**config.mk**
```make
export PLATFORM = sky130hd
export DESIGN_NAME = xm_result_stage_flat
export DESIGN_NICKNAME = d
export VERILOG_FILES = /design/src/rtl/xm_result_stage_if.sv /design/src/rtl/xm_result_stage.sv /design/src/flat_wrapper.sv
export SDC_FILE = /design/constraint.sdc
export NUM_CORES = 1
export LEC_CHECK = 0
export CORE_UTILIZATION = 42
export CTS_CLUSTER_SIZE = 28
export DETAILED_ROUTE_END_ITERATION = 10
export PLACE_DENSITY = 0.82
export SYNTH_ARGS = -nofsm -noshare
export SYNTH_HDL_FRONTEND = slang
export SYNTH_SLANG_ARGS = --single-unit
```
**constraint.sdc**
```tcl
create_clock -name clock -period 1.65 [get_ports clock]
set_input_delay 0.165 -clock clock [delete_from_list [all_inputs] [get_ports clock]]
set_output_delay 0.165 -clock clock [all_outputs]
set_load 0.02 [all_outputs]
```
**src/rtl/xm_result_stage_if.sv**
```systemverilog
// Execute-to-memory result handshake bundle: upstream entry, flush, downstream entry.
// master drives entries in and consumes them out; slave is the result stage.
interface xm_result_stage_if #(
    parameter int WIDTH    = 32,
    parameter int REG_ADDR = 5
);
    logic                flush;
    logic                in_valid;
    logic                in_ready;
    logic [WIDTH-1:0]    data_result;
    logic [REG_ADDR-1:0] in_rd;
    logic                in_wren;
    logic [1:0]          in_exc_code;
    logic                out_valid;
    logic                out_ready;
    logic [WIDTH-1:0]    out_result;
    logic [REG_ADDR-1:0] out_rd;
    logic                out_wren;
    logic                out_exception;

    modport master (
        output flush, in_valid, data_result, in_rd, in_wren, in_exc_code, out_ready,
        input  in_ready, out_valid, out_result, out_rd, out_wren, out_exception
    );

    modport slave (
        input  flush, in_valid, data_result, in_rd, in_wren, in_exc_code, out_ready,
        output in_ready, out_valid, out_result, out_rd, out_wren, out_exception
    );
endinterface

```
**src/rtl/xm_result_stage.sv**
```systemverilog
// Purpose: EX->MEM result register; overflow codes are rewritten into an rstatus write.
// Latency: 1 cycle. Backpressure: XM_SKID_EN gives a 2-deep skid with registered in_ready,
// otherwise 1 entry with in_ready = !out_valid | out_ready.
module xm_result_stage #(
    parameter int WIDTH    = 32,
    parameter int REG_ADDR = 5,
    parameter int RSTATUS  = 30
) (
    input logic           clock,
    input logic           reset,
    xm_result_stage_if.slave bus
);

    typedef struct packed {
        logic [WIDTH-1:0]    result;
        logic [REG_ADDR-1:0] rd;
        logic                wren;
        logic                exception;
    } entry_t;

    typedef enum logic [1:0] {EMPTY, ONE, TWO} state_t;

    state_t state_q, state_nxt;
    entry_t in_entry, main_q;
    logic   accept, pop, in_ready_int, main_ld_in;

    // Any overflow code replaces the entry with an rstatus write, even when wren was 0.
    always_comb begin
        in_entry = '{result: bus.data_result, rd: bus.in_rd, wren: bus.in_wren, exception: 1'b0};
        if (bus.in_exc_code != 2'b00) begin
            in_entry.result    = {{(WIDTH-2){1'b0}}, bus.in_exc_code};
            in_entry.rd        = REG_ADDR'(RSTATUS);
            in_entry.wren      = 1'b1;
            in_entry.exception = 1'b1;
        end
    end

    assign pop    = (state_q != EMPTY) & bus.out_ready;
    assign accept = bus.in_valid & in_ready_int;

    always_ff @(posedge clock or negedge reset) begin
        if (!reset) state_q <= EMPTY;
        else        state_q <= state_nxt;
    end

    always_comb begin
        state_nxt = state_q;
        if (bus.flush) begin
            state_nxt = EMPTY;
        end else begin
            case (state_q)
                EMPTY:   if (accept) state_nxt = ONE;
`ifdef XM_SKID_EN
                ONE: begin
                    if (accept && !pop)      state_nxt = TWO;
                    else if (pop && !accept) state_nxt = EMPTY;
                end
                TWO:     if (pop) state_nxt = ONE;
`else
                ONE:     if (pop && !accept) state_nxt = EMPTY;
`endif
                default: state_nxt = EMPTY;
            endcase
        end
    end

`ifdef XM_SKID_EN
    entry_t skid_q;
    logic   main_ld_skid, skid_ld, in_ready_q;

    always_comb begin
        main_ld_in   = 1'b0;
        main_ld_skid = 1'b0;
        skid_ld      = 1'b0;
        if (!bus.flush) begin
            case (state_q)
                EMPTY:   main_ld_in = accept;
                ONE: begin
                    main_ld_in = accept & pop;
                    skid_ld    = accept & ~pop;
                end
                TWO:     main_ld_skid = pop;
                default: ;
            endcase
        end
    end

    always_ff @(posedge clock or negedge reset) begin
        if (!reset)       skid_q <= '0;
        else if (skid_ld) skid_q <= in_entry;
    end

    always_ff @(posedge clock or negedge reset) begin
        if (!reset) main_q <= '0;
        else if (main_ld_in)   main_q <= in_entry;
        else if (main_ld_skid) main_q <= skid_q;
    end

    // Registered so that in_ready has no path from out_ready.
    always_ff @(posedge clock or negedge reset) begin
        if (!reset) in_ready_q <= 1'b1;
        else        in_ready_q <= (state_nxt != TWO);
    end

    assign in_ready_int = in_ready_q;
`else
    always_comb begin
        main_ld_in = 1'b0;
        if (!bus.flush) main_ld_in = accept;
    end

    always_ff @(posedge clock or negedge reset) begin
        if (!reset)          main_q <= '0;
        else if (main_ld_in) main_q <= in_entry;
    end

    assign in_ready_int = (state_q == EMPTY) | bus.out_ready;
`endif

    assign bus.in_ready      = in_ready_int;
    assign bus.out_valid     = (state_q != EMPTY);
    assign bus.out_result    = bus.out_valid ? main_q.result : '0;
    assign bus.out_rd        = bus.out_valid ? main_q.rd     : '0;
    assign bus.out_wren      = bus.out_valid & main_q.wren;
    assign bus.out_exception = bus.out_valid & main_q.exception;

endmodule

```
**src/flat_wrapper.sv**
```systemverilog
// flat-port wrapper written by rule: the top's interface ports become plain ports
module xm_result_stage_flat 
#(
    parameter int WIDTH    = 32,
    parameter int REG_ADDR = 5,
    parameter int RSTATUS  = 30
)
  (clock, reset, bus_flush, bus_in_valid, bus_data_result, bus_in_rd, bus_in_wren, bus_in_exc_code, bus_out_ready, bus_in_ready, bus_out_valid, bus_out_result, bus_out_rd, bus_out_wren, bus_out_exception);
  xm_result_stage_if #(.WIDTH(WIDTH), .REG_ADDR(REG_ADDR)) bus_i ();
  input logic clock;
  input logic reset;
  input wire logic [$bits(bus_i.flush)-1:0] bus_flush;
  input wire logic [$bits(bus_i.in_valid)-1:0] bus_in_valid;
  input wire logic [$bits(bus_i.data_result)-1:0] bus_data_result;
  input wire logic [$bits(bus_i.in_rd)-1:0] bus_in_rd;
  input wire logic [$bits(bus_i.in_wren)-1:0] bus_in_wren;
  input wire logic [$bits(bus_i.in_exc_code)-1:0] bus_in_exc_code;
  input wire logic [$bits(bus_i.out_ready)-1:0] bus_out_ready;
  output wire logic [$bits(bus_i.in_ready)-1:0] bus_in_ready;
  output wire logic [$bits(bus_i.out_valid)-1:0] bus_out_valid;
  output wire logic [$bits(bus_i.out_result)-1:0] bus_out_result;
  output wire logic [$bits(bus_i.out_rd)-1:0] bus_out_rd;
  output wire logic [$bits(bus_i.out_wren)-1:0] bus_out_wren;
  output wire logic [$bits(bus_i.out_exception)-1:0] bus_out_exception;
  assign bus_i.flush = bus_flush;
  assign bus_i.in_valid = bus_in_valid;
  assign bus_i.data_result = bus_data_result;
  assign bus_i.in_rd = bus_in_rd;
  assign bus_i.in_wren = bus_in_wren;
  assign bus_i.in_exc_code = bus_in_exc_code;
  assign bus_i.out_ready = bus_out_ready;
  assign bus_in_ready = bus_i.in_ready;
  assign bus_out_valid = bus_i.out_valid;
  assign bus_out_result = bus_i.out_result;
  assign bus_out_rd = bus_i.out_rd;
  assign bus_out_wren = bus_i.out_wren;
  assign bus_out_exception = bus_i.out_exception;
  xm_result_stage #(.WIDTH(WIDTH), .REG_ADDR(REG_ADDR), .RSTATUS(RSTATUS)) u_core (.clock(clock), .reset(reset), .bus(bus_i));
endmodule
```
==> results.ini, run 1 <==
[global_route]
grt_pass1_wl_um = 7850
grt_max_degree = 27
grt.overflow.total = 0
grt_pass1_vias = 1751
antenna_found_initial = 0
gr-usage-all-layers = 0.197

[synthesis]
ys_seq_area_frac = 0.491
ys_ff_latch = 40
yosysUniqueCellTypes = 16
syn-num-nets = 253
syn_inst = 208
syn_area_um2 = 2040
yosys_warnings = 0
postSynthAreaPerCell_um2 = 9.81

[finish]
final_common_cell = clkdlybuf4s50_1
num-nets-final = 344
syn_to_final_growth_pct = 50.9
layout-drive-gt1-share = 0.0867
layout_common_cells = clkdlybuf4s50_1 (43), dlygate4sd2_1 (41), dfrtp_1 (40)
num_antenna_cells = 0

[timing]
fin_crit_ns = 1.57
hold_viol_final = 0
tightest_slew_ns = 0.542
fmaxAchievable_mhz = 635
setup_slack_ns = 0.0764
finalClockSkew_ns = 0.00498
setup_violations = 0
rsz0062_at_grt = false
slew_viol_final = 0
finalSetupTns_ns = 0
finalCritPeriodShare = 0.954
slew_headroom = 0.638

[power]
leakagePower_nw = 1.50
ir_drop_mv = 0.381
power_density_nw_per_um2 = 792

[floorplanning]
die_x_um = 71.7
dieArea_um2 = 5140
die_h_um = 71.7
rows = 24
io_pins = 86
core_area_um2 = 4500
initial_core_util = 0.453

[worst_setup_path]
reg2reg_to = u_core.main_q[38]
path_cells = buf_4 -> and2_1 -> dlygate4sd2_1
endpoint_kind = primary output
cp_max_fo = 14
start_kind = flip-flop
cp_top_family = buffers and inverters
ff2ff_setup_slack_ns = 0.21
worst_ep_required_time_ns = 1.48
worst_ep_arrival_time_ns = 1.41
critPathKind = reg2out
crit_path_start = u_core.state_q[0]
timing.rr.start = u_core.state_q[0]
critPathBufInv = 2
worst-path-stages = 3
r2r_cells = 5
slowest_stage = dfrtp_1
cpPeakStageDelay_ns = 0.43
endpoint = bus_out_result[10]

[clock_network]
insertion_delay_ns = 0.29
cts.sinks = 40
root_buffer = clkbuf_8
htreeDepth = 2
path_clk_slew_ns = 0.08
tritoncts = built
cts_max_path_buffers = 2
cts-buffers-inserted = 5

[place]
dpl_worst_slack_ns = 0.0326
hpwl_um = 3420
gp_congestion = 0.727
port_buffers = 85

[routing]
post_drt_wl_per_cell_um = 13.2
drt_wl_total_um = 4650
routed_via_density = 4.65
ant_nets = 0
firstDrtPassIters = 4
post-route-drc-count = 0
vias = 1637
initialDrtViolationCount = 93

[job]
max-cap-violations = 0

[hold_path]
hold_path.class = in2async

[run_status]
status = finished, final reports clean

## cell families after synthesis
family / after synthesis / share of synthesized area
simple gates: 80 / 0.210
buf+inv: 47 / 0.0988
flops: 40 / 0.491
mux: 39 / 0.195
compound gates: 2 / 0.00490
## synthesized netlist by cell type, drive strengths merged
| master | count | area [um^2] |
|---|---|---|
| a21oi | 1 | 5.00 |
| and2 | 39 | 244 |
| buf | 6 | 47.5 |
| clkbuf | 5 | 18.8 |
| dfrtp | 40 | 1000 |
| inv | 36 | 135 |
| mux2 | 6 | 67.6 |
| mux2i | 33 | 330 |
| nand2 | 31 | 116 |
| nor2 | 3 | 11.3 |
| nor2b | 1 | 13.8 |
| nor3b | 1 | 12.5 |
| o21ai | 1 | 5.00 |
| or3 | 5 | 31.3 |
## power breakdown
part | switching [mW] | leakage (nW) | internal [mW] | total (mW)
clock | 0.348 | 0.0552 | 0.449 | 0.797
sequential | 0.0499 | 0.509 | 1.08 | 1.13
combinational | 0.241 | 0.940 | 0.270 | 0.511
## flip-flops by register name (all words and copies together), names as in the netlist
register,cells
u_core.main_q,39
u_core.state_q,1
## through the flow
| stage | util | cells | instance area [um^2] | hold WS [ns] | power [mW] |
|---|---|---|---|---|---|
| after floorplan | - | 208 | 2040 | -0.131 | 1.40 |
| after global placement | 0.668 | 343 | 3010 | 0.166 | 1.68 |
| after detailed placement | 0.668 | 343 | 3010 | 0.177 | 1.70 |
| after CTS | 0.683 | 352 | 3080 | 0.403 | 2.46 |
| after global routing | 0.683 | 352 | 3080 | 0.409 | 2.56 |
| final | 0.683 | 352 | 3080 | 0.386 | 2.44 |
## routing by layer
| layer | vias up | part of all wire | GRT usage |
|---|---|---|---|
| met5 | - | 0 | 0 |
| met4 | 0 | 0.013 | 0.0588 |
| met3 | 7 | 0.056 | 0.0549 |
| met2 | 59 | 0.50 | 0.342 |
| met1 | 762 | 0.43 | 0.239 |
| li1 | 809 | - | - |
## layout make-up
| cell class | count | area (um^2) |
|---|---|---|
| Sequential cell | 40 | 1000 |
| Multi-Input combinational cell | 121 | 846 |
| Timing Repair Buffer | 95 | 922 |
| Fill cell | 382 | 1430 |
| Clock buffer | 6 | 72.6 |
| Tap cell | 52 | 65.1 |
| Clock inverter | 2 | 35.0 |
| Inverter | 36 | 135 |
## what timing repair did
item	in CTS	in global routing
setup endpoints to repair	41	0
resized for setup	41	0
hold buffers	1	0
hold endpoints to repair	22	0
buffers inserted	0	0
## worst min path at each step
stage                                   start                end  slack [ns]  cells after the start
after detailed placement                reset  u_core.main_q[23]        0.18                      1
after global routing      bus_data_result[20]  u_core.main_q[27]        0.41                      3
after CTS                               reset  u_core.main_q[21]        0.40                      2
final                                   reset  u_core.main_q[21]        0.39                      2
after global placement                  reset  u_core.main_q[23]        0.17                      1
after floorplan                         reset   u_core.main_q[0]       -0.13                      0
No activity file was read; power rests on OpenSTA's default activity.
==> run 2, diff against run 1 <==
--- a/config.mk
+++ b/config.mk
@@ -8,7 +8,9 @@
 export CORE_UTILIZATION = 42
 export CTS_CLUSTER_SIZE = 28
 export DETAILED_ROUTE_END_ITERATION = 10
+export GPL_ROUTABILITY_DRIVEN = 0
 export PLACE_DENSITY = 0.82
+export SETUP_SLACK_MARGIN = 0.3
 export SYNTH_ARGS = -nofsm -noshare
 export SYNTH_HDL_FRONTEND = slang
 export SYNTH_SLANG_ARGS = --single-unit
==> run 2 against run 1 <==
  * Flip-flop and latch count unchanged
  * Sequential share of layout area increased by 1.6 points
  * Worst setup slack improved by 0.13 ns
  * Critical endpoint is now u_core.main_q[34]
==> results.ini, run 2 (same netlist as run 1, synthesis figures left out) <==
[routing]
vias = 1639
initialDrtViolationCount = 78
firstDrtPassIters = 4
post-route-drc-count = 0
post_drt_wl_per_cell_um = 12.9
routed_via_density = 4.63
ant_nets = 0
drt_wl_total_um = 4580

[timing]
fmaxAchievable_mhz = 690
hold_slack_ns = 0.382
setup_violations = 0
finalClockSkew_ns = 0.00349
finalSetupTns_ns = 0
slew_headroom = 0.629
finalCritPeriodShare = 0.878
fin_crit_ns = 1.45
slew_viol_final = 0
hold_viol_final = 0
rsz0062_at_grt = true
tightest_slew_ns = 0.557
setup_slack_ns = 0.202

[job]
max-cap-violations = 0

[finish]
reg_top3 = u_core.main_q x39, u_core.state_q x1
fillers = 393
syn_to_final_growth_pct = 44.2
final_common_cell = clkdlybuf4s50_1
stdcell_count = 354
layout_common_cells = clkdlybuf4s50_1 (43), buf_2 (40), and2_1 (39), dfrtp_1 (39), inv_1 (35)
final_core_util = 0.653
largest_reg_flops = 39
num-nets-final = 346
largest_register = u_core.main_q
num_antenna_cells = 0
layout-drive-gt1-share = 0.242

[worst_setup_path]
start_kind = flip-flop
cp_max_fo = 12
endpoint_kind = flip-flop
worst_ep_required_time_ns = 1.86
cpPeakStageDelay_ns = 0.46
crit_top_cell = buf_12
worst_ep_arrival_time_ns = 1.66
path_cells = nor2b_4 -> nor3b_4 -> buf_12 -> buf_12 -> mux2i_1
critPathKind = reg2reg
slowest_stage = dfrtp_2

[place]
port_buffers = 85
hpwl_um = 3330
dpl_worst_slack_ns = 0.0491
dp.cells = 343

[clock_network]
insertion_delay_ns = 0.30
cts-buffers-inserted = 5
htreeDepth = 2
path_clk_slew_ns = 0.08
root_buffer = clkbuf_8
cts.sinks = 40
tritoncts = built
cts_max_path_buffers = 2

[power]
ir_drop_mv = 0.348
leakagePower_nw = 1.42
power_density_nw_per_um2 = 790

[floorplanning]
dieArea_um2 = 5140
io_pins = 86
die_x_um = 71.7
core_area_um2 = 4500
die_h_um = 71.7
rows = 24
initial_core_util = 0.453

[global_route]
grt_pass1_vias = 1594
grt_pass1_wl_um = 7450
grt.overflow.total = 0
grt_max_degree = 26
gr-usage-all-layers = 0.190
antenna_found_initial = 0

[run_status]
status = finished, final reports clean

[hold_path]
hold_path.class = in2async

==> run 2: area by class of cell <==
type | count | area, um^2 | share of cell area
Sequential cell | 40 | 1000 | 0.341
Timing Repair Buffer | 97 | 796 | 0.271
Clock inverter | 2 | 10.0 | 0.00340
Inverter | 36 | 135 | 0.0460
Tap cell | 52 | 65.1 | 0.0221
Clock buffer | 6 | 82.6 | 0.0281
Multi-Input combinational cell | 121 | 850 | 0.289
==> run 2: worst max-delay path, delay by kind of cell, from the launching register on <==
kind                   cells  cell delay, ns
and+or+nand+nor            2            0.36
buffers and inverters      2            0.32
DFF                        1            0.46
muxes                      1            0.22
==> run 2: worst paths after layout <==
check	cells after the start	slack (ns)	to	from
max	5	0.20	u_core.main_q[34]	u_core.state_q[0]
min	2	0.38	u_core.main_q[19]	reset
max reg2reg	5	0.20	u_core.main_q[34]	u_core.state_q[0]
min reg2reg	1	0.50	u_core.main_q[1]	u_core.main_q[1]
max in group asynchronous	3	0.64	u_core.main_q[32]	reset
min in group clock	3	0.41	u_core.main_q[11]	bus_data_result[4]
==> run 2: timing repair <==
action | CTS | global route
cloned | 0 | 0
endpoints found under the hold margin | 24 | 0
hold buffers | 1 | 0
setup endpoints to repair | 79 | 79
resized for setup | 162 | 8
buffers inserted | 1 | 1
==> run 2: per-stage QoR <==
stage	power, mW	instance area, um^2
global placement	1.68	3010
detailed placement	1.70	3010
global route	2.44	2940
finish	2.32	2940
CTS	2.35	2940
floorplan	1.40	2040
==> run 2: power by group <==
group	internal, mW	switching (mW)
clock network	0.334	0.349
logic	0.266	0.242
registers	1.08	0.0514
total	1.68	0.643
==> run 2: per-layer routing <==
layer  up-vias  GRT usage  part of all wire
li1        819          -                 -
met1       759      0.236              0.45
met2        56      0.322              0.48
met3         5     0.0563             0.056
met4         0     0.0566             0.012
met5         -          0                 0
